$ cat config.mk
export PLATFORM = sky130hd
export DESIGN_NAME = feature_rect_summer
export DESIGN_NICKNAME = d
export VERILOG_FILES = /design/src/rtl/pkg_featureRectSum.sv /design/src/rtl/feature_corner_acc.sv /design/src/rtl/feature_rect_summer.sv
export SDC_FILE = /design/constraint.sdc
export NUM_CORES = 1
export LEC_CHECK = 0
export ABC_AREA = 1
export BUFFER_PORTS_ARGS = -buffer_cell sky130_fd_sc_hd__buf_2
export CELL_PAD_IN_SITES_DETAIL_PLACEMENT = 0
export CELL_PAD_IN_SITES_GLOBAL_PLACEMENT = 1
export CORE_MARGIN = 4
export CORE_UTILIZATION = 37
export CTS_BUF_LIST = sky130_fd_sc_hd__clkbuf_4
export CTS_CLUSTER_DIAMETER = 50
export DETAILED_ROUTE_END_ITERATION = 6
export HOLD_SLACK_MARGIN = 0.15
export PLACE_DENSITY = 0.75
export SLEW_MARGIN = 30
export SYNTH_ARGS = -nofsm -noshare
export SYNTH_HDL_FRONTEND = slang
export SYNTH_SLANG_ARGS = --single-unit
$ cat constraint.sdc
create_clock -name clk -period 2.12 [get_ports clk]
set_input_delay 0.106 -clock clk [delete_from_list [all_inputs] [get_ports clk]]
set_output_delay 0.106 -clock clk [all_outputs]
set_load 0.02 [all_outputs]
$ cat src/rtl/pkg_featureRectSum.sv
`default_nettype none
// ============================================================================
//  Module   : pkg_featureRectSum
//  Purpose  : Shared types, FSM encodings and corner signs for feature_rect_summer.
//  Revision : 1.0  initial release
// ============================================================================
package pkg_featureRectSum;

    localparam int c_window_bits = 5;
    localparam int c_pix_bits    = 18;

    typedef logic [c_window_bits-1:0]        coord_t;
    typedef logic signed [c_pix_bits+1:0]    rect_sum_t;
    typedef logic [2:0]                      state_t;

    localparam state_t c_st_idle  = 3'd0;
    localparam state_t c_st_issue = 3'd1;
    localparam state_t c_st_drain = 3'd2;
    localparam state_t c_st_out   = 3'd3;
    localparam state_t c_st_done  = 3'd4;

    // 1 = corner is subtracted; order is A, B, C, D
    localparam logic c_corner_sign [4] = '{1'b0, 1'b1, 1'b1, 1'b0};

endpackage
`default_nettype wire

$ cat src/rtl/feature_corner_acc.sv
`default_nettype none
// ============================================================================
//  Module   : feature_corner_acc
//  Purpose  : Two-stage sign/valid pipeline following the cache reads, plus a
//             signed wrap-around accumulator with synchronous clear.
//  Revision : 1.0  initial release
// ============================================================================
module feature_corner_acc #(
    parameter int PIX_BITS = 18,
    parameter int SUM_BITS = PIX_BITS + 2
) (
    input  logic                clk,
    input  logic                reset_n,
    input  logic                i_clear,
    input  logic                i_issue,
    input  logic                i_neg,
    input  logic [PIX_BITS-1:0] i_pix,
    output logic                o_rd_valid,
    output logic [SUM_BITS-1:0] o_acc_next
);

    logic                r_v1;
    logic                r_n1;
    logic                r_v2;
    logic                r_n2;
    logic [SUM_BITS-1:0] r_acc;
    logic [SUM_BITS-1:0] w_pix_ext;
    logic [SUM_BITS-1:0] w_acc_next;

    assign w_pix_ext = SUM_BITS'(i_pix);

    always_comb begin
        w_acc_next = r_acc;
        if (i_clear) begin
            w_acc_next = '0;
        end else if (r_v2) begin
            w_acc_next = r_n2 ? (r_acc - w_pix_ext) : (r_acc + w_pix_ext);
        end
    end

    always_ff @(posedge clk or negedge reset_n) begin
        if (!reset_n) begin
            r_v1  <= 1'b0;
            r_n1  <= 1'b0;
            r_v2  <= 1'b0;
            r_n2  <= 1'b0;
            r_acc <= '0;
        end else begin
            r_v1  <= i_issue;
            r_n1  <= i_neg;
            r_v2  <= r_v1;
            r_n2  <= r_n1;
            r_acc <= w_acc_next;
        end
    end

    assign o_rd_valid = r_v1;
    assign o_acc_next = w_acc_next;

endmodule
`default_nettype wire

$ cat src/rtl/feature_rect_summer.sv
`default_nettype none
// ============================================================================
//  Module   : feature_rect_summer
//  Purpose  : Walks the feature cache, fetches four integral-image corners per
//             feature and emits A - B - C + D on a valid/ready port.
//             Optional FEATURE_RECT_COORD_CHECK_EN adds a sticky range flag.
//  Revision : 1.0  initial release
// ============================================================================
module feature_rect_summer
    import pkg_featureRectSum::*;
#(
    parameter int NUM_FEATURES = 16,
    parameter int WINDOW_BITS  = c_window_bits,
    parameter int WINDOW_SIZE  = 24,
    parameter int ADDR_BITS    = $clog2(NUM_FEATURES*4),
    parameter int PIX_BITS     = c_pix_bits,
    parameter int SUM_BITS     = PIX_BITS + 2
) (
    input  logic                                            clk,
    input  logic                                            reset_n,
    input  logic                                            start,
    output logic                                            busy,
    output logic                                            done,
    output logic                                            fc_rd_en,
    output logic [ADDR_BITS-1:0]                            fc_addr,
    input  logic [2*WINDOW_BITS-1:0]                        fc_rdata,
    output logic                                            wc_rd_en,
    output logic [WINDOW_BITS-1:0]                          wc_x,
    output logic [WINDOW_BITS-1:0]                          wc_y,
    input  logic [PIX_BITS-1:0]                             wc_rdata,
    output logic                                            sum_valid,
    input  logic                                            sum_ready,
    output logic [((NUM_FEATURES > 1) ? $clog2(NUM_FEATURES) : 1)-1:0] sum_idx,
    output logic signed [SUM_BITS-1:0]                      rect_sum,
    output logic                                            coord_err
);

    localparam int IDX_BITS = (NUM_FEATURES > 1) ? $clog2(NUM_FEATURES) : 1;

    state_t              r_state;
    logic [IDX_BITS-1:0] r_feat;
    logic [1:0]          r_k;
    logic                r_sum_valid;
    logic [SUM_BITS-1:0] r_rect_sum;
    logic [IDX_BITS-1:0] r_sum_idx;

    logic                w_issue;
    logic                w_start_ok;
    logic                w_handshake;
    logic                w_last_feat;
    logic                w_load;
    logic                w_wc_rd_en;
    logic [SUM_BITS-1:0] w_acc_next;

    generate
        if (WINDOW_SIZE > (1 << WINDOW_BITS)) begin : g_bad_window
            $error("WINDOW_SIZE does not fit in WINDOW_BITS");
        end
    endgenerate

    assign w_issue     = (r_state == c_st_issue);
    assign w_start_ok  = (r_state == c_st_idle) & start;
    assign w_handshake = r_sum_valid & sum_ready;
    assign w_last_feat = (r_feat == IDX_BITS'(NUM_FEATURES - 1));
    // Final DRAIN cycle: the last corner is landing in the accumulator now
    assign w_load      = (r_state == c_st_drain) & (r_k == 2'd1);

    always_ff @(posedge clk or negedge reset_n) begin
        if (!reset_n) begin
            r_state <= c_st_idle;
            r_feat  <= '0;
            r_k     <= '0;
        end else begin
            case (r_state)
                c_st_idle: begin
                    if (start) begin
                        r_feat  <= '0;
                        r_k     <= '0;
                        r_state <= c_st_issue;
                    end
                end
                c_st_issue: begin
                    r_k <= r_k + 2'd1;
                    if (r_k == 2'd3) r_state <= c_st_drain;
                end
                c_st_drain: begin
                    if (r_k == 2'd1) begin
                        r_k     <= '0;
                        r_state <= c_st_out;
                    end else begin
                        r_k <= r_k + 2'd1;
                    end
                end
                c_st_out: begin
                    if (w_handshake) begin
                        if (w_last_feat) begin
                            r_state <= c_st_done;
                        end else begin
                            r_feat  <= r_feat + 1'b1;
                            r_state <= c_st_issue;
                        end
                    end
                end
                default: r_state <= c_st_idle;
            endcase
        end
    end

    always_ff @(posedge clk or negedge reset_n) begin
        if (!reset_n) begin
            r_sum_valid <= 1'b0;
            r_rect_sum  <= '0;
            r_sum_idx   <= '0;
        end else if (w_load) begin
            r_sum_valid <= 1'b1;
            r_rect_sum  <= w_acc_next;
            r_sum_idx   <= r_feat;
        end else if (w_handshake) begin
            r_sum_valid <= 1'b0;
        end
    end

    feature_corner_acc #(
        .PIX_BITS (PIX_BITS),
        .SUM_BITS (SUM_BITS)
    ) u_acc (
        .clk        (clk),
        .reset_n    (reset_n),
        .i_clear    (w_start_ok | w_handshake),
        .i_issue    (w_issue),
        .i_neg      (c_corner_sign[r_k]),
        .i_pix      (wc_rdata),
        .o_rd_valid (w_wc_rd_en),
        .o_acc_next (w_acc_next)
    );

    assign busy      = (r_state == c_st_issue) | (r_state == c_st_drain) | (r_state == c_st_out);
    assign done      = (r_state == c_st_done);
    assign fc_rd_en  = w_issue;
    assign fc_addr   = w_issue ? ADDR_BITS'({r_feat, r_k}) : '0;
    assign wc_rd_en  = w_wc_rd_en;
    assign wc_x      = w_wc_rd_en ? fc_rdata[2*WINDOW_BITS-1:WINDOW_BITS] : '0;
    assign wc_y      = w_wc_rd_en ? fc_rdata[WINDOW_BITS-1:0] : '0;
    assign sum_valid = r_sum_valid;
    assign sum_idx   = r_sum_idx;
    assign rect_sum  = r_rect_sum;

`ifdef FEATURE_RECT_COORD_CHECK_EN
    localparam logic [WINDOW_BITS:0] c_win_limit = (WINDOW_BITS + 1)'(WINDOW_SIZE);

    logic r_coord_err;
    logic w_coord_bad;

    assign w_coord_bad = w_wc_rd_en &
                         (({1'b0, fc_rdata[2*WINDOW_BITS-1:WINDOW_BITS]} >= c_win_limit) |
                          ({1'b0, fc_rdata[WINDOW_BITS-1:0]} >= c_win_limit));

    always_ff @(posedge clk or negedge reset_n) begin
        if (!reset_n) begin
            r_coord_err <= 1'b0;
        end else if (w_start_ok) begin
            r_coord_err <= 1'b0;
        end else if (w_coord_bad) begin
            r_coord_err <= 1'b1;
        end
    end

    assign coord_err = r_coord_err;
`else
    assign coord_err = 1'b0;
`endif

endmodule
`default_nettype wire

---- Word-level counts from Yosys, hierarchy flattened ----
Index checks and enable logic that the tools add are counted.
word-level totals
  flip-flop bits (word level) ............. 58
  input bits .............................. 32
operators by class
  $add $sub $neg .......................... 4
  order comparisons ....................... 1
  equal/unequal tests ..................... 12
  mux-type cells .......................... 24
  bitwise gates (word level) .............. 7
  reduce and logical (&&, ||, !) cells .... 7
operators by type and width
  cell                                                                    number
  20-bit 2-to-1 mux                                                       3
  20-bit by 18-bit adder with 20-bit output                               1
  20-bit by 18-bit subtractor with 20-bit output                          1
  3-bit 2-to-1 mux                                                        5
  4-bit 2-to-1 mux                                                        3
  3-bit case mux with 4 select lines                                      1
  5-bit 2-to-1 mux                                                        2
  2-bit != test (second input constant)                                   5
  4-bit case mux with 2 select lines                                      1
  4-bit AND reduction                                                     2
  3-bit by 2-bit equality test with 1-bit output (second input constant)  2
  6-bit 2-to-1 mux                                                        1
  2-bit case mux with 3 select lines                                      1
  4-bit by 1-bit adder with 4-bit output (second input constant)          1
  4-bit equality test (second input constant)                             1
  1-bit 2-to-1 mux                                                        4
  2-bit 2-to-1 mux                                                        2
  2-bit nonzero test                                                      2
  1-bit AND                                                               3
  3-bit by 1-bit equality test with 1-bit output (second input constant)  1
  3-bit equality test (second input constant)                             1
  3-bit >= comparator (second input constant)                             1
  3-bit zero test                                                         1
  2-bit inverter with 3-bit output                                        1
  other kinds (7)                                                         9

---- Longest topological paths before layout ----
  depth in word-level cells ............... 4
  gate-level depth with buffers ........... 20
  gate-level depth less buffers ........... 20

---- Modules after synthesis ----
Synthesis repeated with hierarchy kept, for this count alone.
unflattened totals
  cells, all modules ...................... 651
  area, all modules ....................... 4341.7 µm²
modules (own cells, without submodules)
  module               instances  cells an instance  area an instance (µm²)
  feature_corner_acc   1          423                2603.7
  feature_rect_summer  1          228                1737.9

---- Worst setup path after synthesis ----
Ideal clock, no wire load.
  path kind ............................... register to register
  start ................................... register u_acc.r_n2
  end ..................................... register r_rect_sum[19] (netlist: rect_sum[19])
  setup time .............................. 0.117 ns
  data arrival time ....................... 2.125 ns
  data required time ...................... 2.003 ns
  slack ................................... -0.123 ns
  cell stages (with the launch flop) ...... 18
  clock period less this slack ............ 2.243 ns
  path through ............................ dfrtp_1 -> clkinv_1 -> o31ai_1 -> o21ai_0 -> xor2_1 -> inv_1 -> ha_1 -> nand2_1 -> nor2_1 -> nand2_1 -> nor2_1 -> nand2_1 -> nand3_1 -> inv_1 -> nand2_1 -> nand3_1 -> nand3_1 -> nand2_1
on the way
  longest elaborated chain between the ends .. 3
ends and longest elaborated chain
  item                    RTL line                    source
  start, declared         feature_corner_acc.sv:25    logic r_n2;
  start signal, assigned  feature_corner_acc.sv:52    r_n2 <= r_n1;
  20-bit 2-to-1 mux       feature_corner_acc.sv:37    w_acc_next = r_n2 ? (r_acc - w_pix_ext) : (r_acc + w_pix_ext);
  20-bit 2-to-1 mux       feature_corner_acc.sv:36    end else if (r_v2) begin
  20-bit 2-to-1 mux       feature_corner_acc.sv:34    if (i_clear) begin
  end signal, assigned    feature_rect_summer.sv:116  r_rect_sum <= w_acc_next;
  end, declared           feature_rect_summer.sv:44   logic [SUM_BITS-1:0] r_rect_sum;
No other way between the ends.
A chain may end at the register's enable or synchronous reset.

---- Worst setup path after layout ----
  start ................................... register u_acc.r_n2
  end ..................................... register r_rect_sum[17] (netlist: rect_sum[17])
The elaborated chain is that of the path after synthesis.

==> out/results.md <==
## CTS
* **CTS Buffer Depth** 2
* **CTS buffer count** 9
* **post-CTS clock slew at the launch and capture registers of the worst setup and hold paths** 0.13 ns
* **Clk Latency, worst-skew pair** 0.43 ns
* **H-tree levels** 3
* **total clock sinks** 58
* **clock tree from TritonCTS** done
* **Clock Tree Root** sky130_fd_sc_hd__clkbuf_4

## Finish
* **multi-input logic area** 3270 um2
* **area of all placed cells without fillers** 6700 um2
* **Sequential cell area** 1450 um2
* **Layout fillers** 1,086
* **area added between synthesis and finish** 55.2%
* **fin nets** 857
* **commonest non-fill, non-tap cell in the layout** sky130_fd_sc_hd__nand2_1
* **most frequent cells in the layout** 129 x sky130_fd_sc_hd__nand2_1, 83 x sky130_fd_sc_hd__inv_1, 78 x sky130_fd_sc_hd__buf_4
* **fraction of final layout cells sized beyond drive strength 1** 46.0%

## Timing
* **post-route clock period utilization** 116%
* **worst slew pin tran** 0.730 ns
* **Clock Skew** 0.0352 ns
* **final setup violation count** 34
* **achievable clock frequency** 0.406 GHz
* **RSZ-0062 raised after global routing** true
* **post-layout minimum cycle time** 2.46 ns
* **Max Slew Vio Count** 0
* **final count of hold timing violations** 0
* **setup slack after layout** -0.342 ns
* **remaining max-slew budget at the tightest pin** 51.1%

## Global routing
* **number of global-route vias before repair** 4,352
* **pin count of the biggest net entering global routing** 42
* **first-pass GRT wire length** 21.3 mm
* **number of antenna violations at the first check in global routing** 1
* **Global Route Usage Sum** 20.2%
* **grt ovf** 0

## Floorplanning
* **Total Die Area** 13,500 um2
* **vertical extent of the die** 116 um
* **Starting Density** 37.8%
* **Rows** 39
* **horizontal die dimension** 116 um
* **area of the placeable core** 11,400 um2
* **number of I/O pins** 78

## Worst setup path
* **CP Data Arrival Time** 2.77 ns
* **critical path startpoint** u_acc.r_n2
* **Crit-path slowest cell** sky130_fd_sc_hd__dfrtp_1
* **critical path data required time** 2.43 ns
* **startpoint types** register
* **cell repeated most along the worst path** sky130_fd_sc_hd__nand2_1
* **origin of the critical flop-to-flop path** u_acc.r_n2
* **ordered cell list for the critical path** buf_6, buf_6, a31oi_4, xor2_1, inv_1, ha_4, nand2_2, inv_2, nand2_1, nand2_2, nand3_1, nand2_1, nand2_1, nand4_1, nand3_1, nand3_1, nand2_1
* **Max FO, Critical Path** 6
* **Setup crit end kind** register
* **highest cell delay on the worst timing path** 0.44 ns
* **Worst Path Class, Setup** reg -> reg

## Synthesis
* **number of distinct standard cells referenced by the synthesized netlist** 45
* **cell area after synthesis** 4320 um2
* **Syn Nets** 686
* **flip-flop and latch count after synthesis** 58
* **sequential cell area fraction in the yosys report** 33.6%
* **dominant synthesized flop cell** sky130_fd_sc_hd__dfrtp_1
* **number of enable-type register cells in the synthesized netlist** 0
* **Yosys warning total** 0
* **Mean Syn Cell Area** 6.87 um2
* **fraction of registers with async set/reset** 100%
* **Cells after Synth** 629

## Routing
* **DR WL/cell** 14.6 um
* **number of iterations in the first detailed-routing pass** 5
* **detailed-route DRC error count** 0
* **wire length after detailed routing** 13.9 mm
* **number of routed nets with antenna violations** 0
* **first-iteration detailed-routing DRC count** 173
* **per-cell via count in the routed design** 4.83
* **routed vias** 4,575

## Placement
* **count of port buffers added during placement** 76
* **HPWL reported at the end of detailed placement** 10.2 mm
* **final estimated routing congestion in global placement** 0.906
* **Placed Instance Area** 5420 um2

## Min path
* **path class of the lowest-slack min-delay path** in -> reg
* **source of the worst hold timing path** wc_rdata[0]

## Flow run
* **Max Cap Violations** 0

## Run status
* **outcome** finished with violations
* **violated checks** negative setup slack

-- repair_timing --
item	CTS	global route
pin swaps	14	60
setup buffers	8	9
gates resized for setup	60	152
setup endpoints to repair	34	35
hold buffers	5	0
hold endpoints to repair	60	0
cloned	0	0
-- worst paths after layout --
check | to | slack [ns] | cells past startpoint
worst max-delay path | rect_sum[17] | -0.34 | 17
worst max register to register | rect_sum[17] | -0.34 | 17
max in group asynchronous | sum_idx[3] | 0.21 | 4
worst min register to register | u_acc.r_n2 | 0.41 | 0
worst min-delay path | u_acc.r_acc[0] | 0.33 | 6
min in group asynchronous | rect_sum[12] | 0.58 | 3
-- sequential cells by signal, summed over array words and instances (netlist names) --
signal and count:
u_acc.r_n1 1, r_k 2, sum_valid 1, rect_sum 20, r_state 3, u_acc.r_v2 1
u_acc.o_rd_valid 1, sum_idx 4, r_feat 4, u_acc.r_n2 1, u_acc.r_acc 20
-- cell usage after synthesis, types with 3 or more instances --
master | number | area share, %
sky130_fd_sc_hd__a21oi_1 | 22 | 2.5
sky130_fd_sc_hd__a31oi_1 | 3 | 0.43
sky130_fd_sc_hd__buf_6 | 4 | 1.0
sky130_fd_sc_hd__clkbuf_1 | 3 | 0.26
sky130_fd_sc_hd__dfrtp_1 | 58 | 34
sky130_fd_sc_hd__ha_1 | 24 | 7.0
sky130_fd_sc_hd__inv_1 | 100 | 8.7
sky130_fd_sc_hd__inv_2 | 6 | 0.52
sky130_fd_sc_hd__nand2_1 | 177 | 15
sky130_fd_sc_hd__nand3_1 | 46 | 5.3
sky130_fd_sc_hd__nand4_1 | 4 | 0.58
sky130_fd_sc_hd__nor2_1 | 74 | 6.4
sky130_fd_sc_hd__nor3_1 | 7 | 0.81
sky130_fd_sc_hd__o211ai_1 | 4 | 0.70
sky130_fd_sc_hd__o21ai_0 | 19 | 2.2
sky130_fd_sc_hd__o21ai_1 | 13 | 1.5
sky130_fd_sc_hd__o21ai_2 | 9 | 1.8
sky130_fd_sc_hd__o21bai_1 | 3 | 0.52
sky130_fd_sc_hd__xnor2_1 | 9 | 1.8
sky130_fd_sc_hd__xor2_1 | 12 | 2.4
-- critical path, delay by kind of cell (launching register included) --
| family | cells | cell delay (ns) |
|---|---|---|
| simple gates | 10 | 0.82 |
| buf+inv | 4 | 0.46 |
| flops | 1 | 0.44 |
| fa+ha+maj | 1 | 0.32 |
| xor+xnor | 1 | 0.16 |
| compound gates | 1 | 0.13 |
-- metrics by stage --
step                cells  setup TNS, ns  hold WS, ns  setup slack [ns]  util, %
CTS                   938          -4.86        0.285            -0.227     52.4
floorplan             629        -0.0254       -0.190           -0.0254        -
finish                948          -7.76        0.327            -0.342     58.7
global route          948         -11.42        0.324            -0.435     58.7
detailed placement    910         -12.02       0.0762            -0.664     47.5
global placement      910         -11.65       0.0763            -0.628     47.5
-- logic make-up after synthesis --
kind of cell,Yosys count,share of synthesized area (%)
adders and majority gates,25,7.41
AOI/OAI and AO/OA,78,10.8
and+or+nand+nor,325,32.3
other,1,0.0868
DFF,58,33.6
buffers and inverters,121,11.5
xor gates and xnor gates,21,4.26
-- per-layer routing --
layer  GRT usage [%]  up-vias  wire, um
li1                -     2320         -
met5               0        -         0
met3            2.98       29       495
met4            6.34        0       376
met1            27.6     2124      6420
met2            33.0      102      6570
-- final cells by class --
cell class / count / area share [%]
tap: 143 / 2.67
inverter: 109 / 6.49
multi-input combinational: 450 / 48.8
timing repair buffer: 172 / 17.4
antenna: 1 / 0.0373
clock buffer: 9 / 1.01
sequential: 58 / 21.6
clock inverter: 6 / 1.94
Power is not shown: default switching activity piles up to over one toggle a cycle in this logic, so the estimate is an artifact.
